[src/rtl/msk_drain_pkg.sv]
// Shared constants for the masked ciphertext drain: word count, counter width, state encoding.
package msk_drain_pkg;

    typedef enum logic {
        IDLE   = 1'b0,
        STREAM = 1'b1
    } drain_state_t;

    function automatic int drain_num_words(input int num_shares, input int word_w);
        return (128 / word_w) * num_shares;
    endfunction

    function automatic int drain_cnt_width(input int num_words);
        return (num_words <= 2) ? 1 : $clog2(num_words);
    endfunction

    localparam int DRAIN_D_DEF     = 2;
    localparam int DRAIN_W_DEF     = 32;
    localparam int DRAIN_N_DEF     = drain_num_words(DRAIN_D_DEF, DRAIN_W_DEF);
    localparam int DRAIN_CNT_W_DEF = drain_cnt_width(DRAIN_N_DEF);

endpackage

[src/rtl/msk_share_word_sel.sv]
// Selects output word k from the bit-compact share buffer (share-major, low word first).
// Latency: combinational.
// Backpressure: none; pure function of buffer and word index.
module msk_share_word_sel
    import msk_drain_pkg::*;
#(
    parameter int D     = 2,
    parameter int W     = 32,
    parameter int CNT_W = drain_cnt_width(drain_num_words(D, W))
) (
    input  logic [128*D-1:0] cap_dat,
    input  logic [CNT_W-1:0] word_idx,
    output logic [W-1:0]     word_dat
);

    localparam int WPS = 128 / W;
    localparam int N   = drain_num_words(D, W);

    // Every index below is constant, so this elaborates to a plain N:1 mux per bit.
    always_comb begin
        word_dat = '0;
        for (int k = 0; k < N; k++) begin
            if (word_idx == CNT_W'(k)) begin
                for (int j = 0; j < W; j++) begin
                    word_dat[j] = cap_dat[((k % WPS) * W + j) * D + (k / WPS)];
                end
            end
        end
    end

endmodule

[src/rtl/msk_ciphertext_drain.sv]
// Captures one masked ciphertext from the core and streams its shares out as W-bit words.
// Latency: first word valid the cycle after capture; one bubble cycle between ciphertexts.
// Backpressure: m_ready stalls the stream with data held; out_ready stays low until the buffer is drained.
module msk_ciphertext_drain
    import msk_drain_pkg::*;
#(
    parameter int d = 2,
    parameter int W = 32
) (
    input  logic             clk,
    input  logic             rst,
    input  logic             cipher_valid,
    output logic             out_ready,
    input  logic [128*d-1:0] sh_ciphertext,
    output logic             m_valid,
    input  logic             m_ready,
    output logic [W-1:0]     m_data,
    output logic             m_last,
    output logic             busy
);

    localparam int N     = drain_num_words(d, W);
    localparam int CNT_W = drain_cnt_width(N);
    localparam logic [CNT_W-1:0] LAST_IDX = CNT_W'(N - 1);

    drain_state_t     state;
    logic [CNT_W-1:0] cnt;
    logic [CNT_W-1:0] cnt_nxt;
    logic [128*d-1:0] cap_dat;
    logic [W-1:0]     sel_dat;

    assign cnt_nxt = cnt + CNT_W'(1);

    always_ff @(posedge clk) begin
        if (!rst) begin
            state     <= IDLE;
            out_ready <= 1'b0;
            m_valid   <= 1'b0;
            m_last    <= 1'b0;
            busy      <= 1'b0;
            cnt       <= '0;
            cap_dat   <= '0;
        end else begin
            case (state)
                IDLE: begin
                    if (cipher_valid && out_ready) begin
                        cap_dat   <= sh_ciphertext;
                        out_ready <= 1'b0;
                        state     <= STREAM;
                        m_valid   <= 1'b1;
                        m_last    <= (N == 1);
                        busy      <= 1'b1;
                        cnt       <= '0;
                    end else begin
                        out_ready <= 1'b1;
                    end
                end
                STREAM: begin
                    if (m_ready) begin
                        if (cnt == LAST_IDX) begin
                            // Zeroize as soon as the last share word has left.
                            cap_dat   <= '0;
                            state     <= IDLE;
                            m_valid   <= 1'b0;
                            m_last    <= 1'b0;
                            busy      <= 1'b0;
                            out_ready <= 1'b1;
                            cnt       <= '0;
                        end else begin
                            cnt    <= cnt_nxt;
                            m_last <= (cnt_nxt == LAST_IDX);
                        end
                    end
                end
                default: state <= IDLE;
            endcase
        end
    end

    msk_share_word_sel #(
        .D     (d),
        .W     (W),
        .CNT_W (CNT_W)
    ) u_word_sel (
        .cap_dat  (cap_dat),
        .word_idx (cnt),
        .word_dat (sel_dat)
    );

    assign m_data = m_valid ? sel_dat : '0;

endmodule

[config.mk]
export PLATFORM = sky130hd
export DESIGN_NAME = msk_ciphertext_drain
export DESIGN_NICKNAME = d
export VERILOG_FILES = /design/src/rtl/msk_drain_pkg.sv /design/src/rtl/msk_share_word_sel.sv /design/src/rtl/msk_ciphertext_drain.sv
export SDC_FILE = /design/constraint.sdc
export NUM_CORES = 1
export LEC_CHECK = 0
export CORE_MARGIN = 4
export CORE_UTILIZATION = 35
export CTS_CLUSTER_DIAMETER = 120
export DETAILED_ROUTE_END_ITERATION = 10
export GPL_TIMING_DRIVEN = 0
export PLACE_DENSITY = 0.68
export SLEW_MARGIN = 10
export SYNTH_ARGS = -nofsm -noshare
export SYNTH_HDL_FRONTEND = slang
export SYNTH_SLANG_ARGS = --single-unit
[constraint.sdc]
create_clock -name clk -period 6 [get_ports clk]
set_clock_uncertainty 0.2 [all_clocks]
set_input_delay 0.9 -clock clk [delete_from_list [all_inputs] [get_ports clk]]
set_output_delay 0.9 -clock clk [all_outputs]
set_load 0.03 [all_outputs]
==> flow_summary.toml <==
[logic_synthesis]
synth_edf_count = 0
synth_top_family_by_area = "compound AO/OA/AOI/OAI gates"
avgSynthCellArea_um2 = 8.03
synth_fa_ha_area_share_pct = 0.572
synth_seq_cells = 263
async_reset_ff_share_pct = 0
ys_warn_count = 0
syn_inst = 1635
synthFlopType = "dfxtp_1"
syn_area_mm2 = 0.0131
muxShareOfSynthArea_pct = 0
synth_compound_area_share_pct = 26.8
ys_types = 29
yosys.area_share.xor_xnor_pct = 0
syn_nets = 1901
synthSimpleGateAreaFrac_pct = 25.1
seq_area_frac_synth_pct = 40.1

[route]
drt_first_pass_iters = 5
drc = 0
vias = 13600
routed_wl_um = 52800
drt-initial-drc-count = 1081
vias_per_cell = 5.56
drt-wirelength-per-cell_um = 21.6
drtAntennaViolNets = 0

[worst_setup_path]
worstPathCellList = "buf_6, clkbuf_1, inv_1, ha_1, clkbuf_1, or2_1, buf_6, buf_6, a221o_1, a211oi_1, clkdlybuf4s50_1"
critPathSlowestCell = "clkdlybuf4s50_1"
critPathCaptureType = "output pin"
required_ns = 4.90
path_max_fanout = 10
crit_top_cell = "buf_6"
cp_slowest_stage_delay_ns = 0.76
crit_type = "reg2out"
reg2reg_from = "cnt[0]"
critical-path-top-delay-family = "buffers and inverters"
cp-startpoint = "cnt[2]"
crit_arrival_ns = 4.12
path_buf_inv = 7
critPathLaunchType = "flop"

[placement]
port_buffers = 294
place_inst = 2397
pre_cts_slack_ns = 1.43
place_congestion = 0.910
placed_area_mm2 = 0.0167
place_hpwl_um = 40200

[timing]
maxSlewViolCount = 0
fin_ws_ns = 0.779
relSlewSlack_pct = 24.5
clock.fmax_mhz = 192
hold_violations = 0
finalSetupTns_ns = 0
period_share_pct = 87.0
rsz0062_at_grt = "false"
max_slew.worst_pin.slew_ns = 1.13
setup_viol = 0
finalCriticalPeriod_ns = 5.22

[clocking]
clk_pin_slew_ns = 0.06
cts_buffers = 29
cts_tree = "built"
cts.root.buffer_cell = "clkbuf_16"
cts_setup_buffers = 0
cts.sinks = 263
ctsHoldBuffers = 0
htree_num_levels = 1
clk_latency_ns = 0.56
clock_path_buffers = 3
post_cts_resized = 0

[global_route]
grt_max_degree = 15
grt_first_pass_wirelength_um = 79700
gr-total-overflow = 0
grt_antenna_before_repair = 3
grt_util_all_layers_pct = 24.7
grt_pass1_vias = 13700

[power_and_ir_drop]
pwr-share-seq_pct = 45.6
vdd_drop_max_v = 0.000219
p_int_mw = 3.05
p_leak_nw = 5.82
power.density_mw_per_mm2 = 237
switchingPower_mw = 1.10
swShare_pct = 26.5
pwr-share-clk_pct = 39.8
p_comb_share_pct = 14.6

[die]
std_cell_rows = 70
die_area_mm2 = 0.0407
initial_core_util_pct = 35.7
die_w_um = 202
core_mm2 = 0.0368
top_level_ports = 296
die_y_um = 202

[status]
run_status = "finished clean"

[layout]
fillCellCount = 3649
post-route-util_pct = 47.6
layout-drive-gt1-share_pct = 6.46
finalInstanceArea_mm2 = 0.0175
final_nets = 2226
stdcell_count = 2450
areaGrowthSynthToFinish_pct = 33.4

[hold_path]
min-delay-start = "cap_dat[227]"
hp-class = "reg2reg"

[flow_run]
maxCapViolCount = 0
[power groups by stage]
stage               sequential [mW]  clock, mW  combinational (mW)
floorplan                      1.91          0               0.289
global placement               1.93          0               0.595
detailed placement             1.93          0               0.603
CTS                            1.89       1.67               0.606
global route                   1.90       1.74               0.660
finish                         1.90       1.65               0.608
[synth_stat cells, types with 33 or more instances]
cell type	instances	share of area, %
nand3_1	260	9.9
clkbuf_1	93	2.7
buf_2	76	2.9
nor2b_1	34	1.6
nand3b_1	33	1.9
a21boi_0	259	15
a21oi_1	33	1.3
nand2_1	291	8.3
dfxtp_1	263	40
inv_1	36	1.0
[registers in the layout, summed over array words and instances (netlist names)]
register and flops:
state 1, cnt 3, busy 1, m_last 1, out_ready 1, cap_dat 256
[cell type report]
class | instances | area [um2] | share of cell area (%)
flip-flops and latches | 263 | 5270 | 30.1
inverters | 36 | 135 | 0.771
repair buffers | 294 | 2940 | 16.8
diodes | 1 | 2.50 | 0.0143
plain buffers | 184 | 831 | 4.74
well taps | 468 | 586 | 3.34
multi-input cells | 1152 | 6900 | 39.4
clock buffers | 42 | 795 | 4.54
clock inverters | 10 | 62.6 | 0.357
[per-layer routing]
layer,share of wire [%],up-vias,GRT usage (%)
met1,42,6425,33.2
met5,0.044,-,0
met4,3.5,4,8.20
li1,-,6438,-
met2,45,646,40.2
met3,8.8,103,4.42
[worst reg2reg max path: cells and delay by family, from the launching register on]
kind | cells | cell delay [ns]
buf+inv | 3 | 1.45
fa+ha+maj | 2 | 0.42
flops | 1 | 0.35
simple gates | 2 | 0.29
compound gates | 1 | 0.20
[path summary, 6_finish.rpt]
| path | end | slack (ns) | cells after the start |
|---|---|---|---|
| max reg2reg | cap_dat[154] | 3.01 | 8 |
| min | cap_dat[227] | 0.27 | 2 |
| max | m_data[30] | 0.78 | 11 |
| min reg2reg | cap_dat[227] | 0.27 | 2 |
[cell families after synthesis]
kind of cell / after synthesis
flip-flops: 263
buffers and inverters: 220
AND/OR/NAND/NOR: 690
adder cells (fa/ha/maj): 6
AO/OA/AOI/OAI: 456
[through the flow]
step | hold slack, ns | power [mW]
after floorplan | 0.251 | 2.20
after global placement | 0.259 | 2.52
after detailed placement | 0.266 | 2.53
after CTS | 0.275 | 4.17
after global routing | 0.290 | 4.31
final | 0.274 | 4.16
[placed cells by master (no fill, tap or decap), types with 2 or more instances in the layout]
| master | n |
|---|---|
| a21oi_1 | 33 |
| o21a_1 | 3 |
| dfxtp_1 | 263 |
| buf_4 | 2 |
| clkdlybuf4s50_1 | 294 |
| clkbuf_8 | 2 |
| a32o_1 | 32 |
| nor3_1 | 32 |
| buf_2 | 76 |
| a221o_1 | 32 |
| nor3b_1 | 32 |
| buf_6 | 5 |
| a21boi_0 | 259 |
| nand3b_1 | 33 |
| o21ai_0 | 32 |
| and3_1 | 2 |
| nor2b_1 | 34 |
| clkbuf_16 | 29 |
| a211oi_2 | 4 |
| nand3_1 | 260 |
| a211oi_1 | 28 |
| nand2_1 | 291 |
| ha_1 | 6 |
| buf_1 | 8 |
| clkbuf_1 | 104 |
| inv_1 | 36 |
| clkinvlp_4 | 2 |
| clkinv_2 | 6 |
| nor2_1 | 3 |
| o311a_1 | 32 |
Power figures use the tool's default switching activity.
